<file path="src/rtl/imem_access_ctrl_if.sv">
// Fetch, loader and memory-port signal bundle for the instruction memory controller.
// Pure wiring; no state and no latency.
// Flow control is positional only: the loader and fetch sides have no ready, so stall gates the CPU.
interface imem_access_ctrl_if #(
   parameter int IDX_W = 8
);
   logic              fetch_req;
   logic [31:0]       fetch_addr;
   logic              fetch_valid;
   logic [31:0]       fetch_instr;
   logic              fetch_err;
   logic              cpu_stall;
   logic              ld_start;
   logic              ld_wr;
   logic [31:0]       ld_addr;
   logic [31:0]       ld_wdata;
   logic              ld_end;
   logic              ld_err;
   logic              ld_timeout;
   logic [IDX_W:0]    ld_count;
   logic [31:0]       mem_addr;
   logic              mem_we;
   logic [31:0]       mem_wdata;
   logic [31:0]       mem_rdata;

   // controller side
   modport master (
      input  fetch_req, fetch_addr, ld_start, ld_wr, ld_addr, ld_wdata, ld_end, mem_rdata,
      output fetch_valid, fetch_instr, fetch_err, cpu_stall, ld_err, ld_timeout, ld_count,
             mem_addr, mem_we, mem_wdata
   );

   // CPU / loader / memory side
   modport slave (
      output fetch_req, fetch_addr, ld_start, ld_wr, ld_addr, ld_wdata, ld_end, mem_rdata,
      input  fetch_valid, fetch_instr, fetch_err, cpu_stall, ld_err, ld_timeout, ld_count,
             mem_addr, mem_we, mem_wdata
   );
endinterface

</file>
<file path="src/rtl/imem_access_ctrl.sv">
// Arbitrates the single instruction-memory port between CPU fetch (RUN) and boot-loader writes (LOAD).
// Fetch latency 1 cycle, back-to-back; loader writes land on the same clock edge they are presented.
// CPU is held via cpu_stall during LOAD and FLUSH; bad loader writes are dropped and flagged.
module imem_access_ctrl #(
   parameter int DEPTH      = 256,
   parameter int IDX_W      = 8,
   parameter int LD_TIMEOUT = 1024
) (
   input  logic                 clk,
   input  logic                 rst,
   imem_access_ctrl_if.master   bus
);
   localparam int CNT_W = $clog2(LD_TIMEOUT + 1);

   typedef enum logic [1:0] {RUN, LOAD, FLUSH} state_t;

   state_t            state, state_nxt;
   logic [CNT_W-1:0]  idle_cnt;
   logic              ld_addr_ok;
   logic              fetch_bad;
   logic              timeout_hit;

   // DEPTH is a power of two, so "index >= DEPTH" reduces to any bit above the index being set
   assign ld_addr_ok  = (bus.ld_addr[1:0] == 2'b00) && (bus.ld_addr[31:IDX_W+2] == '0);
   assign fetch_bad   = (bus.fetch_addr[1:0] != 2'b00) || (bus.fetch_addr[31:IDX_W+2] != '0);
   // the idle cycle that would bring the counter to LD_TIMEOUT-1 is the last LOAD cycle
   assign timeout_hit = (state == LOAD) && !bus.ld_wr && (idle_cnt == CNT_W'(LD_TIMEOUT - 2));

   // state register
   always_ff @(posedge clk or posedge rst) begin
      if (rst) state <= RUN;
      else     state <= state_nxt;
   end

   // next-state and memory-port steering
   always_comb begin
      state_nxt     = state;
      bus.cpu_stall = 1'b0;
      bus.mem_addr  = bus.fetch_addr;
      bus.mem_we    = 1'b0;
      bus.mem_wdata = '0;
      case (state)
         RUN: begin
            if (bus.ld_start) state_nxt = LOAD;
         end
         LOAD: begin
            bus.cpu_stall = 1'b1;
            bus.mem_addr  = bus.ld_addr;
            bus.mem_wdata = bus.ld_wdata;
            bus.mem_we    = bus.ld_wr && ld_addr_ok && !rst;
            if (bus.ld_end || timeout_hit) state_nxt = FLUSH;
         end
         FLUSH: begin
            bus.cpu_stall = 1'b1;
            state_nxt     = RUN;
         end
         default: state_nxt = RUN;
      endcase
   end

   // fetch response register: only RUN serves fetches
   always_ff @(posedge clk or posedge rst) begin
      if (rst) begin
         bus.fetch_valid <= 1'b0;
         bus.fetch_instr <= '0;
         bus.fetch_err   <= 1'b0;
      end else if (state == RUN && bus.fetch_req) begin
         bus.fetch_valid <= 1'b1;
         bus.fetch_err   <= fetch_bad;
         bus.fetch_instr <= fetch_bad ? 32'h0000_0000 : bus.mem_rdata;
      end else begin
         bus.fetch_valid <= 1'b0;
      end
   end

   // load bookkeeping: cleared on entry to LOAD, held afterwards until the next load
   always_ff @(posedge clk or posedge rst) begin
      if (rst) begin
         bus.ld_count   <= '0;
         bus.ld_err     <= 1'b0;
         bus.ld_timeout <= 1'b0;
         idle_cnt       <= '0;
      end else if (state == RUN && bus.ld_start) begin
         bus.ld_count   <= '0;
         bus.ld_err     <= 1'b0;
         bus.ld_timeout <= 1'b0;
         idle_cnt       <= '0;
      end else if (state == LOAD) begin
         if (bus.ld_wr) begin
            idle_cnt <= '0;
            if (!ld_addr_ok)
               bus.ld_err <= 1'b1;
            else if (bus.ld_count < (IDX_W+1)'(DEPTH))
               bus.ld_count <= bus.ld_count + 1'b1;
         end else begin
            idle_cnt <= idle_cnt + 1'b1;
            if (timeout_hit) bus.ld_timeout <= 1'b1;
         end
      end
   end
endmodule

</file>
<file path="src/flat_wrapper.sv">
// flat-port wrapper written by rule: the top's interface ports become plain ports
module imem_access_ctrl_flat 
#(
   parameter int DEPTH      = 256,
   parameter int IDX_W      = 8,
   parameter int LD_TIMEOUT = 1024
)
  (clk, rst, bus_fetch_req, bus_fetch_addr, bus_ld_start, bus_ld_wr, bus_ld_addr, bus_ld_wdata, bus_ld_end, bus_mem_rdata, bus_fetch_valid, bus_fetch_instr, bus_fetch_err, bus_cpu_stall, bus_ld_err, bus_ld_timeout, bus_ld_count, bus_mem_addr, bus_mem_we, bus_mem_wdata);
  imem_access_ctrl_if #(.IDX_W(IDX_W)) bus_i ();
  input  logic clk;
  input  logic rst;
  input wire logic [$bits(bus_i.fetch_req)-1:0] bus_fetch_req;
  input wire logic [$bits(bus_i.fetch_addr)-1:0] bus_fetch_addr;
  input wire logic [$bits(bus_i.ld_start)-1:0] bus_ld_start;
  input wire logic [$bits(bus_i.ld_wr)-1:0] bus_ld_wr;
  input wire logic [$bits(bus_i.ld_addr)-1:0] bus_ld_addr;
  input wire logic [$bits(bus_i.ld_wdata)-1:0] bus_ld_wdata;
  input wire logic [$bits(bus_i.ld_end)-1:0] bus_ld_end;
  input wire logic [$bits(bus_i.mem_rdata)-1:0] bus_mem_rdata;
  output wire logic [$bits(bus_i.fetch_valid)-1:0] bus_fetch_valid;
  output wire logic [$bits(bus_i.fetch_instr)-1:0] bus_fetch_instr;
  output wire logic [$bits(bus_i.fetch_err)-1:0] bus_fetch_err;
  output wire logic [$bits(bus_i.cpu_stall)-1:0] bus_cpu_stall;
  output wire logic [$bits(bus_i.ld_err)-1:0] bus_ld_err;
  output wire logic [$bits(bus_i.ld_timeout)-1:0] bus_ld_timeout;
  output wire logic [$bits(bus_i.ld_count)-1:0] bus_ld_count;
  output wire logic [$bits(bus_i.mem_addr)-1:0] bus_mem_addr;
  output wire logic [$bits(bus_i.mem_we)-1:0] bus_mem_we;
  output wire logic [$bits(bus_i.mem_wdata)-1:0] bus_mem_wdata;
  assign bus_i.fetch_req = bus_fetch_req;
  assign bus_i.fetch_addr = bus_fetch_addr;
  assign bus_i.ld_start = bus_ld_start;
  assign bus_i.ld_wr = bus_ld_wr;
  assign bus_i.ld_addr = bus_ld_addr;
  assign bus_i.ld_wdata = bus_ld_wdata;
  assign bus_i.ld_end = bus_ld_end;
  assign bus_i.mem_rdata = bus_mem_rdata;
  assign bus_fetch_valid = bus_i.fetch_valid;
  assign bus_fetch_instr = bus_i.fetch_instr;
  assign bus_fetch_err = bus_i.fetch_err;
  assign bus_cpu_stall = bus_i.cpu_stall;
  assign bus_ld_err = bus_i.ld_err;
  assign bus_ld_timeout = bus_i.ld_timeout;
  assign bus_ld_count = bus_i.ld_count;
  assign bus_mem_addr = bus_i.mem_addr;
  assign bus_mem_we = bus_i.mem_we;
  assign bus_mem_wdata = bus_i.mem_wdata;
  imem_access_ctrl #(.DEPTH(DEPTH), .IDX_W(IDX_W), .LD_TIMEOUT(LD_TIMEOUT)) u_core (.clk(clk), .rst(rst), .bus(bus_i));
endmodule
</file>
<file path="config.mk">
export PLATFORM = sky130hd
export DESIGN_NAME = imem_access_ctrl_flat
export DESIGN_NICKNAME = d
export VERILOG_FILES = /design/src/rtl/imem_access_ctrl_if.sv /design/src/rtl/imem_access_ctrl.sv /design/src/flat_wrapper.sv
export SDC_FILE = /design/constraint.sdc
export NUM_CORES = 1
export LEC_CHECK = 0
export BUFFER_PORTS_ARGS = -buffer_cell sky130_fd_sc_hd__buf_2
export CAP_MARGIN = 10
export CORE_ASPECT_RATIO = 0.9
export CORE_MARGIN = 4
export CORE_UTILIZATION = 44
export DETAILED_ROUTE_END_ITERATION = 8
export GPL_ROUTABILITY_DRIVEN = 0
export PLACE_DENSITY = 0.87
export SETUP_SLACK_MARGIN = 0.3
export SYNTH_ARGS = -nofsm -noshare
export SYNTH_HDL_FRONTEND = slang
export SYNTH_SLANG_ARGS = --single-unit
export TNS_END_PERCENT = 20
</file>
<file path="constraint.sdc">
create_clock -name clk -period 4.3 [get_ports clk]
set_input_delay 0 -clock clk [delete_from_list [all_inputs] [get_ports clk]]
set_output_delay 0 -clock clk [all_outputs]
set_load 0.005 [all_outputs]
</file>
==> results.json <==
{
  "yosysTopAreaCellShare_pct": 44.38,
  "pwr-share-seq_pct": 31.2,
  "status": "completed",
  "finClkSkew_ps": 7.223,
  "netlist_instances": 305,
  "via_per_inst": 5.389,
  "maxCapViolCount": 0,
  "ys_warn_count": 0,
  "vias": 3643,
  "power_switching_uw": 696.5,
  "fin_crit_ps": 2569,
  "cpPeakStageDelay_ps": 520,
  "dieArea_um2": 8878,
  "nets": 720,
  "final_common_cell": "buf_2",
  "worst_ir_drop_vdd_uv": 222.4,
  "cp_max_fo": 57,
  "drc": 0,
  "cp_slowest_cell": "buf_4",
  "grt_pass1_wl_mm": 20.72,
  "grt_pass1_vias": 3873,
  "ant_nets": 0,
  "worstPathCellList": "inv_1 -> ha_2 -> buf_4 -> and3b_2 -> nand4_1 -> or4_1 -> a21oi_1",
  "async_reset_ff_share_pct": 100.0,
  "rows": 29,
  "cts_buffers": 9,
  "grtUsageTotal_pct": 29.27,
  "first_pass_iters": 5,
  "dp_cells": 627,
  "synth-seq-cells": 58,
  "die_x_um": 98.88,
  "wl_per_cell_um": 19.58,
  "antenna_found_initial": 0,
  "fmax_mhz": 389.3,
  "worstMarginPinSlew_ps": 566.0,
  "report.final.slew_viol_count": 0,
  "netlist_area_um2": 3271,
  "insertion_delay_ps": 330,
  "area_delta_synth_final_pct": 54.13,
  "finalSetupViolations": 0,
  "htreeDepth": 3,
  "worstSetupEndpointType": "register",
  "layoutNonFillerInstCount": 676,
  "path_clk_slew_ps": 60,
  "seq_area_frac_synth_pct": 44.38,
  "antenna_cells": 0,
  "relSlewSlack_pct": 62.21,
  "boundaryPins": 245,
  "drive_gt1_share_pct": 52.66,
  "final-hold-violation-count": 0,
  "ys_types": 39,
  "p_clk_share_pct": 22.1,
  "synthFlopType": "dfrtp_1",
  "clock-sinks": 58,
  "gr-total-overflow": 0,
  "cts_buffer_depth": 2,
  "synth.area.top_cells": "dfrtp_1, mux2_2, a22o_1, and2_1, ha_1",
  "cp.required_ps": 4560,
  "grt_max_degree": 58,
  "io_buffers": 244,
  "power_frac_comb_pct": 46.7,
  "rsz0062_at_grt": "false",
  "worstSetupPathType": "register to register",
  "synth_fp_nets": 446,
  "p_sw_share_pct": 36.80,
  "synth-edff-count": 0,
  "start_util_pct": 45.76,
  "internal-power_uw": 1196,
  "p_leak_uw": 0.002692,
  "power_density_nw_per_um2": 375.5,
  "wirelength_mm": 13.24,
  "root_buffer": "clkbuf_8",
  "hp-class": "primary input to register",
  "final_cell_mix": "buf_2, dfrtp_1, mux2_2",
  "tns_ps": 0,
  "critPathLaunchType": "register",
  "drt_iter0_markers": 246,
  "post-dp-hpwl_mm": 9.516,
  "fin_crit_sh_pct": 59.73,
  "synth_top_area_cell": "dfrtp_1",
  "fp.dieH_um": 89.79,
  "syn_area_per_cell_um2": 10.72,
  "fp.coreArea_um2": 7148,
  "cts_tree": "done",
  "arrival_ps": 2830
}
==> metrics by stage <==
step	setup WS (ps)	total power (uW)	hold WS (ps)	utilization, %	instance area [um2]
2_1_floorplan	2624	1085	35.44	-	3271
4_1_cts	1683	1886	57.77	70.31	5026
6_report	1731	1893	68.57	70.52	5041
3_5_place_dp	1708	1453	89.09	63.56	4543
3_3_place_gp	1840	1431	81.16	63.56	4543
5_1_grt	1556	1999	132.8	70.52	5041
==> sequential cells by signal, indices dropped and copies added (netlist names) <==
register	flops
u_core.bus.fetch_instr	32
u_core.idle_cnt	11
u_core.bus.ld_count	9
u_core.state	2
u_core.bus.fetch_err	1
u_core.bus.fetch_valid	1
u_core.bus.ld_err	1
u_core.bus.ld_timeout	1
==> cells by family after synthesis <==
family | Yosys count | synth area share [%]
buffers and inverters | 27 | 3.864
AND/OR/NAND/NOR | 115 | 21.61
flip-flops | 58 | 44.38
adder cells (fa/ha/maj) | 7 | 2.678
XOR/XNOR | 6 | 1.607
multiplexers | 38 | 12.93
AO/OA/AOI/OAI | 54 | 12.93
==> layout make-up <==
class	count	area, um2
clock buffers	12	135.1
clock inverters	3	17.52
fillers	538	2107
inverters	9	33.78
multi-input cells	220	1698
flip-flops and latches	58	1451
well taps	93	116.4
repair buffers	281	1589
==> path summary, 6_finish.rpt <==
kind                       cells after the start  slack, ps                  from                     end
min reg2reg                                    2        500  u_core.bus.fetch_err    u_core.bus.fetch_err
max in group asynchronous                      4       3220                   rst  u_core.bus.ld_count[7]
max                                            7       1730       u_core.state[1]  u_core.bus.ld_count[3]
min in group asynchronous                      3        270                   rst  u_core.bus.ld_count[4]
min                                            4         70             bus_ld_wr      u_core.idle_cnt[1]
max reg2reg                                    7       1730       u_core.state[1]  u_core.bus.ld_count[3]
==> power groups by stage <==
stage / Combinational (uW) / Clock (uW) / Sequential [uW]
finish: 884 / 418 / 590
global route: 963 / 441 / 594
CTS: 881 / 415 / 591
detailed placement: 852 / 0 / 601
global placement: 833 / 0 / 598
floorplan: 489 / 0 / 596
==> Yosys cell counts, types with 4 or more instances <==
| cell type | n |
|---|---|
| nor3_1 | 4 |
| clkbuf_1 | 8 |
| nor2_1 | 14 |
| mux2_2 | 34 |
| buf_2 | 6 |
| inv_1 | 9 |
| nor4_2 | 6 |
| and2_1 | 33 |
| ha_1 | 7 |
| a21oi_1 | 9 |
| nand4_1 | 9 |
| a22o_1 | 32 |
| nor4_1 | 14 |
| nand2_1 | 17 |
| dfrtp_1 | 58 |
| mux2i_1 | 4 |
==> metal layers <==
| metal | global-route usage (%) | up-vias | wire length [um] |
|---|---|---|---|
| li1 | - | 1670 | - |
| met1 | 32.36 | 1727 | 4786 |
| met2 | 53.58 | 202 | 7012 |
| met3 | 4.954 | 44 | 827 |
| met4 | 14.11 | 0 | 608 |
| met5 | 0 | - | 0 |
==> timing repair <==
item,4_1_cts,5_1_grt
hold buffers,33,0
hold endpoints to repair,58,0
resized for setup,0,0
buffers inserted,0,0
==> worst max-delay path, delay by kind of cell (launching register included) <==
| kind | cells | cell delay, ps |
|---|---|---|
| AO/OA/AOI/OAI | 1 | 150 |
| flip-flops | 1 | 370 |
| buffers and inverters | 2 | 650 |
| AND/OR/NAND/NOR | 3 | 870 |
| adder cells (fa/ha/maj) | 1 | 440 |
Note: power is estimated with default switching activity, not from simulation.
